===== src/rtl/mmc_pkg.sv =====
// Shared definitions for the MMC SPI arbiter: FSM encoding, requester indices
// and the default WAIT-state abort limit.
package mmc_pkg;

  typedef enum logic [1:0] {
    ST_IDLE  = 2'd0,
    ST_ISSUE = 2'd1,
    ST_WAIT  = 2'd2,
    ST_DONE  = 2'd3
  } arb_state_t;

  localparam int REQ_SEQ  = 0;
  localparam int REQ_HOST = 1;

  localparam int TIMEOUT_CYC_DEF = 255;

  function automatic logic [1:0] idx_to_onehot(input logic idx);
    return idx ? 2'b10 : 2'b01;
  endfunction

endpackage


===== src/rtl/mmc_rr_pick.sv =====
// Two-way round-robin choice: on a tie the requester that was not served last
// wins; a lone requester always wins.
module mmc_rr_pick
  import mmc_pkg::*;
(
  input  logic [1:0] req,
  input  logic       last_served,
  output logic [1:0] pick,
  output logic       pick_idx
);

  always_comb begin
    pick_idx = 1'(REQ_SEQ);
    if (req[REQ_SEQ] && req[REQ_HOST]) begin
      pick_idx = ~last_served;
    end else if (req[REQ_HOST]) begin
      pick_idx = 1'(REQ_HOST);
    end
    pick = (|req) ? idx_to_onehot(pick_idx) : 2'b00;
  end

endmodule


===== src/rtl/mmc_spi_arbiter.sv =====
// Arbitrates the SPI master between the main sequencer and the host register port.
// Define MMC_SPI_TIMEOUT_EN to abort stuck transactions after TIMEOUT_CYC cycles.
module mmc_spi_arbiter
  import mmc_pkg::*;
#(
  parameter int TIMEOUT_CYC = TIMEOUT_CYC_DEF
) (
  input  logic       sys_clk,
  input  logic       rst,
  input  logic [1:0] req,
  input  logic [1:0] req_rd_wr,
  input  logic [4:0] req_addr0,
  input  logic [4:0] req_addr1,
  input  logic [7:0] req_data0,
  input  logic [7:0] req_data1,
  output logic [1:0] gnt,
  output logic [1:0] ack,
  output logic [1:0] err,
  output logic [7:0] rd_data,
  output logic       spi_en,
  output logic       spi_rd_wr,
  output logic [4:0] spi_addr,
  output logic [7:0] spi_data,
  input  logic       spi_busy,
  input  logic       spi_done,
  input  logic [7:0] spi_data_out,
  output logic       arb_idle
);

  arb_state_t state;
  logic [1:0] gnt_q;
  logic [1:0] ack_q;
  logic [7:0] rd_data_q;
  logic       spi_en_q;
  logic       cmd_rd_wr;
  logic [4:0] cmd_addr;
  logic [7:0] cmd_data;
  logic       last_served;
  logic       owner_idx;
  logic [1:0] pick;
  logic       pick_idx;
  logic       tmo_hit;

  mmc_rr_pick u_rr_pick (
    .req         (req),
    .last_served (last_served),
    .pick        (pick),
    .pick_idx    (pick_idx)
  );

`ifdef MMC_SPI_TIMEOUT_EN
  localparam int CNT_W = (TIMEOUT_CYC > 1) ? $clog2(TIMEOUT_CYC + 1) : 1;

  logic [CNT_W-1:0] tmo_cnt;
  logic [1:0]       err_q;

  // Counter value k means the (k+1)-th cycle spent in ISSUE/WAIT.
  assign tmo_hit = ((state == ST_ISSUE) || (state == ST_WAIT)) &&
                   (tmo_cnt == CNT_W'(TIMEOUT_CYC - 1));

  always_ff @(posedge sys_clk or posedge rst) begin
    if (rst) begin
      tmo_cnt <= '0;
      err_q   <= '0;
    end else begin
      err_q <= '0;
      if ((state == ST_ISSUE) || (state == ST_WAIT)) begin
        tmo_cnt <= tmo_cnt + 1'b1;
        // A completion landing on the limit cycle wins over the abort.
        if (tmo_hit && !spi_done) err_q <= gnt_q;
      end else begin
        tmo_cnt <= '0;
      end
    end
  end

  assign err = err_q;
`else
  assign tmo_hit = 1'b0;
  assign err     = 2'b00;
`endif

  always_ff @(posedge sys_clk or posedge rst) begin
    if (rst) begin
      state       <= ST_IDLE;
      gnt_q       <= '0;
      ack_q       <= '0;
      rd_data_q   <= '0;
      spi_en_q    <= 1'b0;
      cmd_rd_wr   <= 1'b0;
      cmd_addr    <= '0;
      cmd_data    <= '0;
      last_served <= 1'(REQ_HOST);
      owner_idx   <= 1'(REQ_SEQ);
    end else begin
      ack_q <= '0;
      case (state)
        ST_IDLE: begin
          if (|req) begin
            gnt_q     <= pick;
            owner_idx <= pick_idx;
            cmd_rd_wr <= req_rd_wr[pick_idx];
            cmd_addr  <= pick_idx ? req_addr1 : req_addr0;
            cmd_data  <= pick_idx ? req_data1 : req_data0;
            spi_en_q  <= 1'b1;
            state     <= ST_ISSUE;
          end
        end
        ST_ISSUE, ST_WAIT: begin
          // spi_done while still in ISSUE counts as busy and done together.
          if (spi_done || tmo_hit) begin
            spi_en_q <= 1'b0;
            ack_q    <= gnt_q;
            state    <= ST_DONE;
            if (spi_done && cmd_rd_wr) rd_data_q <= spi_data_out;
          end else if ((state == ST_ISSUE) && spi_busy) begin
            spi_en_q <= 1'b0;
            state    <= ST_WAIT;
          end
        end
        ST_DONE: begin
          gnt_q       <= '0;
          cmd_rd_wr   <= 1'b0;
          cmd_addr    <= '0;
          cmd_data    <= '0;
          last_served <= owner_idx;
          state       <= ST_IDLE;
        end
        default: state <= ST_IDLE;
      endcase
    end
  end

  assign gnt       = gnt_q;
  assign ack       = ack_q;
  assign rd_data   = rd_data_q;
  assign spi_en    = spi_en_q;
  assign spi_rd_wr = cmd_rd_wr;
  assign spi_addr  = cmd_addr;
  assign spi_data  = cmd_data;
  assign arb_idle  = (state == ST_IDLE);

endmodule


===== config.mk =====
export PLATFORM = sky130hd
export DESIGN_NAME = mmc_spi_arbiter
export DESIGN_NICKNAME = d
export VERILOG_FILES = /design/src/rtl/mmc_pkg.sv /design/src/rtl/mmc_rr_pick.sv /design/src/rtl/mmc_spi_arbiter.sv
export SDC_FILE = /design/constraint.sdc
export NUM_CORES = 1
export LEC_CHECK = 0
export CORE_MARGIN = 2
export CORE_UTILIZATION = 40
export DETAILED_ROUTE_END_ITERATION = 7
export GPL_ROUTABILITY_DRIVEN = 0
export HOLD_SLACK_MARGIN = 0.15
export PLACE_DENSITY_LB_ADDON = 0.15
export SETUP_SLACK_MARGIN = 0.4
export SLEW_MARGIN = 10
export SYNTH_ARGS = -nofsm -noshare
export SYNTH_HDL_FRONTEND = slang
export SYNTH_HIERARCHICAL = 1
export SYNTH_SLANG_ARGS = --single-unit

===== constraint.sdc =====
create_clock -name sys_clk -period 2 [get_ports sys_clk]
set_input_delay 0.4 -clock sys_clk [delete_from_list [all_inputs] [get_ports sys_clk]]
set_output_delay 0.4 -clock sys_clk [all_outputs]
set_load 0.02 [all_outputs]

==> out/qor.yml <==
critical_path:
  critPathSlowestCell: "nor2_2"
  critical_path_class: "reg2reg"
  critPathMaxFanout: 15
  worstPathArrival_ns: 1.71
  cp_top_family: "simple AND/OR/NAND/NOR gates"
  cp.required_ns: 2.13
  cp.buffers_inverters: 0
  r2r_start: "state[0]$_DFFE_PP0P_"
  startpoint_type: "register"
  crit_chain: "ha_1 -> nor2_2 -> o41ai_1"
  r2r_slack_ns: 0.42
  cp_slowest_stage_delay_ns: 0.56
  r2r_end: "spi_addr[4]$_DFFE_PP0P_"
  r2r_cells: 3
  crit_path_end_kind: "register"
global_routing:
  grt_usage_pct: 18.1
  grt_pass1_wl_um: 5870
  grt_use_met3_pct: 5.14
  top_usage_layer: "met2"
  grt_overflow: 0
  grt_max_degree: 32
  use_met2_pct: 29.6
  grt.met1_usage_pct: 22.3
  antenna_found_initial: 0
  first_global_vias: 1271
outcome:
  status: "completed"
sta:
  slew_headroom_pct: 53.9
  max_freq_mhz: 634
  slew_violations: 0
  setup_viol: 0
  worst_clock_skew_ns: 0.0134
  tightest_slew_ns: 0.690
  final.period_utilization_pct: 78.8
  finalHoldViolations: 0
  fin_tns_setup_ns: 0
  rsz0062_at_grt: "true"
  whs_ns: 0.498
  fin_crit_ns: 1.58
detailed_routing:
  vias: 1306
  routed_wl_um: 3790
  drt_first_pass_iters: 4
  detail_route.wl_per_cell_um: 15.2
  drc: 0
  drtAntennaViolNets: 0
  drt_iter0_markers: 28
  viasPerCell: 5.24
hold_path:
  min_path_type: "in2async"
clock_tree:
  path_clk_slew_ns: 0.07
  h-tree-depth: 2
  numClockSinks: 31
  clockBufferDepth: 2
  root_buffer: "clkbuf_8"
  numCtsBuffers: 5
  tritoncts: "done"
  clkLatencyLatePin_ns: 0.28
power:
  powerDensity_mw_per_mm2: 1450
  clock_power_share_pct: 14.4
  combPwrFrac_pct: 53.6
  leakage_uw: 0.00111
  p_seq_share_pct: 32.0
  internal_power_uw: 2010
  switching_share_pct: 41.1
  peakVddDrop_mv: 0.621
  power.switching_uw: 1400
floorplanning:
  rows: 22
  start_util_pct: 41.6
  io_pins: 72
  die_h_um: 65.4
  core_sq_mm: 0.00363
  die-area_sq_mm: 0.00428
  fp.dieW_um: 65.4
yosys:
  syn-cell-area_sq_mm: 0.00151
  synthDistinctLibCells: 25
  synthCells: 129
  ys_warn_count: 6
  synth-seq-cells: 31
  avgSynthCellArea_sq_um: 11.7
  ys_seq_area_share_pct: 51.4
placement:
  io_buffer_count: 69
  placed_area_sq_mm: 0.00226
  hpwl_um: 2700
final_layout:
  synthToLayoutAreaGrowth_pct: 55.8
  final_core_util_pct: 64.7
  finalInstanceArea_sq_mm: 0.00235
  n_antenna_cell: 0
  nNetsFinal: 245
  drive_above_1_share_pct: 16.9
run:
  maxCapViolCount: 0
[area by class of cell]
class	count	area [sq um]
Fill cell	311	1280
Sequential cell	31	777
Timing Repair Buffer	75	722
Multi-Input combinational cell	81	679
Clock buffer	7	86.3
Tap cell	48	60.1
Inverter	6	22.5
Clock inverter	1	5.00
[stage by stage]
| step | worst slack (ns) | cells | total power [uW] |
|---|---|---|---|
| floorplan | 0.405 | 130 | 2210 |
| global placement | 0.164 | 240 | 2930 |
| detailed placement | 0.0721 | 240 | 2990 |
| CTS | 0.329 | 248 | 3390 |
| global route | 0.366 | 249 | 3630 |
| finish | 0.424 | 249 | 3410 |
[sequential cells by signal, summed over array words and instances, names as in the netlist, 2 cells and up]
register and count:
ack 2, gnt 2, rd_data 8, spi_addr 5, spi_data 8, state 2
[tightest hold or removal path, cell delays in order]
cell,delay (ns)
clkdlybuf4s50_1,0.40
inv_1,0.05
buf_4,0.35
[synthesized netlist by cell type (all sizes together)]
cell / count / area (sq um)
a21boi: 3 / 22.5
o41ai: 14 / 123
o21ai: 17 / 85.1
mux2: 11 / 124
buf: 11 / 71.3
mux2i: 14 / 140
dfrtp: 30 / 751
a21oi: 1 / 5.00
conb: 1 / 3.75
dfstp: 1 / 26.3
inv: 6 / 22.5
nand3: 1 / 10.0
clkbuf: 2 / 7.51
nor2: 3 / 11.3
and3: 2 / 12.5
a31oi: 1 / 6.26
nor3b: 1 / 12.5
nand3b: 1 / 7.51
ha: 3 / 37.5
o22ai: 2 / 12.5
nand2: 3 / 11.3
o21a: 1 / 7.51
[power by group through the flow]
stage | registers (uW) | logic [uW] | clock network, uW
2_1_floorplan | 1370 | 843 | 0
3_3_place_gp | 1090 | 1840 | 0
3_5_place_dp | 1100 | 1900 | 0
4_1_cts | 1090 | 1800 | 506
5_1_grt | 1130 | 1960 | 533
6_report | 1090 | 1830 | 493
[worst max-delay path by stage]
stage,from,to,slack [ns],cells past startpoint
finish,state[0]$_DFFE_PP0P_,spi_addr[4]$_DFFE_PP0P_,0.42,3
CTS,state[0]$_DFFE_PP0P_,arb_idle,0.33,3
floorplan,state[0]$_DFFE_PP0P_,state[1]$_DFFE_PP0P_,0.41,5
detailed placement,req[1],spi_addr[4]$_DFFE_PP0P_,0.07,5
global placement,req[1],spi_data[5]$_DFFE_PP0P_,0.16,5
global route,state[0]$_DFFE_PP0P_,spi_data[1]$_DFFE_PP0P_,0.37,6
[cell families after synthesis]
logic type                 count (synthesis)  share of synthesized area (%)
other                                      1                          0.248
muxes                                     25                           17.5
DFF                                       31                           51.5
buffers and inverters                     19                           6.71
and+or+nand+nor                           11                           4.31
adders and majority gates                  3                           2.49
AOI/OAI and AO/OA                         39                           17.3
[layout by cell type (no fill, tap or decap), types with 3 or more instances in the layout]
master / Yosys / routed
dlygate4sd2_1: 0 / 27
dfrtp_1: 30 / 30
mux2i_1: 14 / 14
clkbuf_8: 0 / 6
o21ai_0: 14 / 14
nand2_1: 3 / 3
clkdlybuf4s50_1: 0 / 39
mux2_2: 11 / 11
o41ai_1: 14 / 14
inv_1: 6 / 4
o21ai_1: 3 / 3
buf_4: 4 / 4
[routing by layer]
| metal | routed length (um) | share of wire (%) |
|---|---|---|
| met2 | 1960 | 52 |
| met5 | 0 | 0 |
| met3 | 187 | 4.9 |
| met4 | 65 | 1.7 |
| met1 | 1570 | 42 |
[what timing repair did]
item	CTS	global route
resized for setup	35	6
hold buffers	0	0
setup buffers	0	0
endpoints found under the setup margin	43	16
pin swaps	0	1
cloned	0	1
No activity file was read; power rests on OpenSTA's default activity.
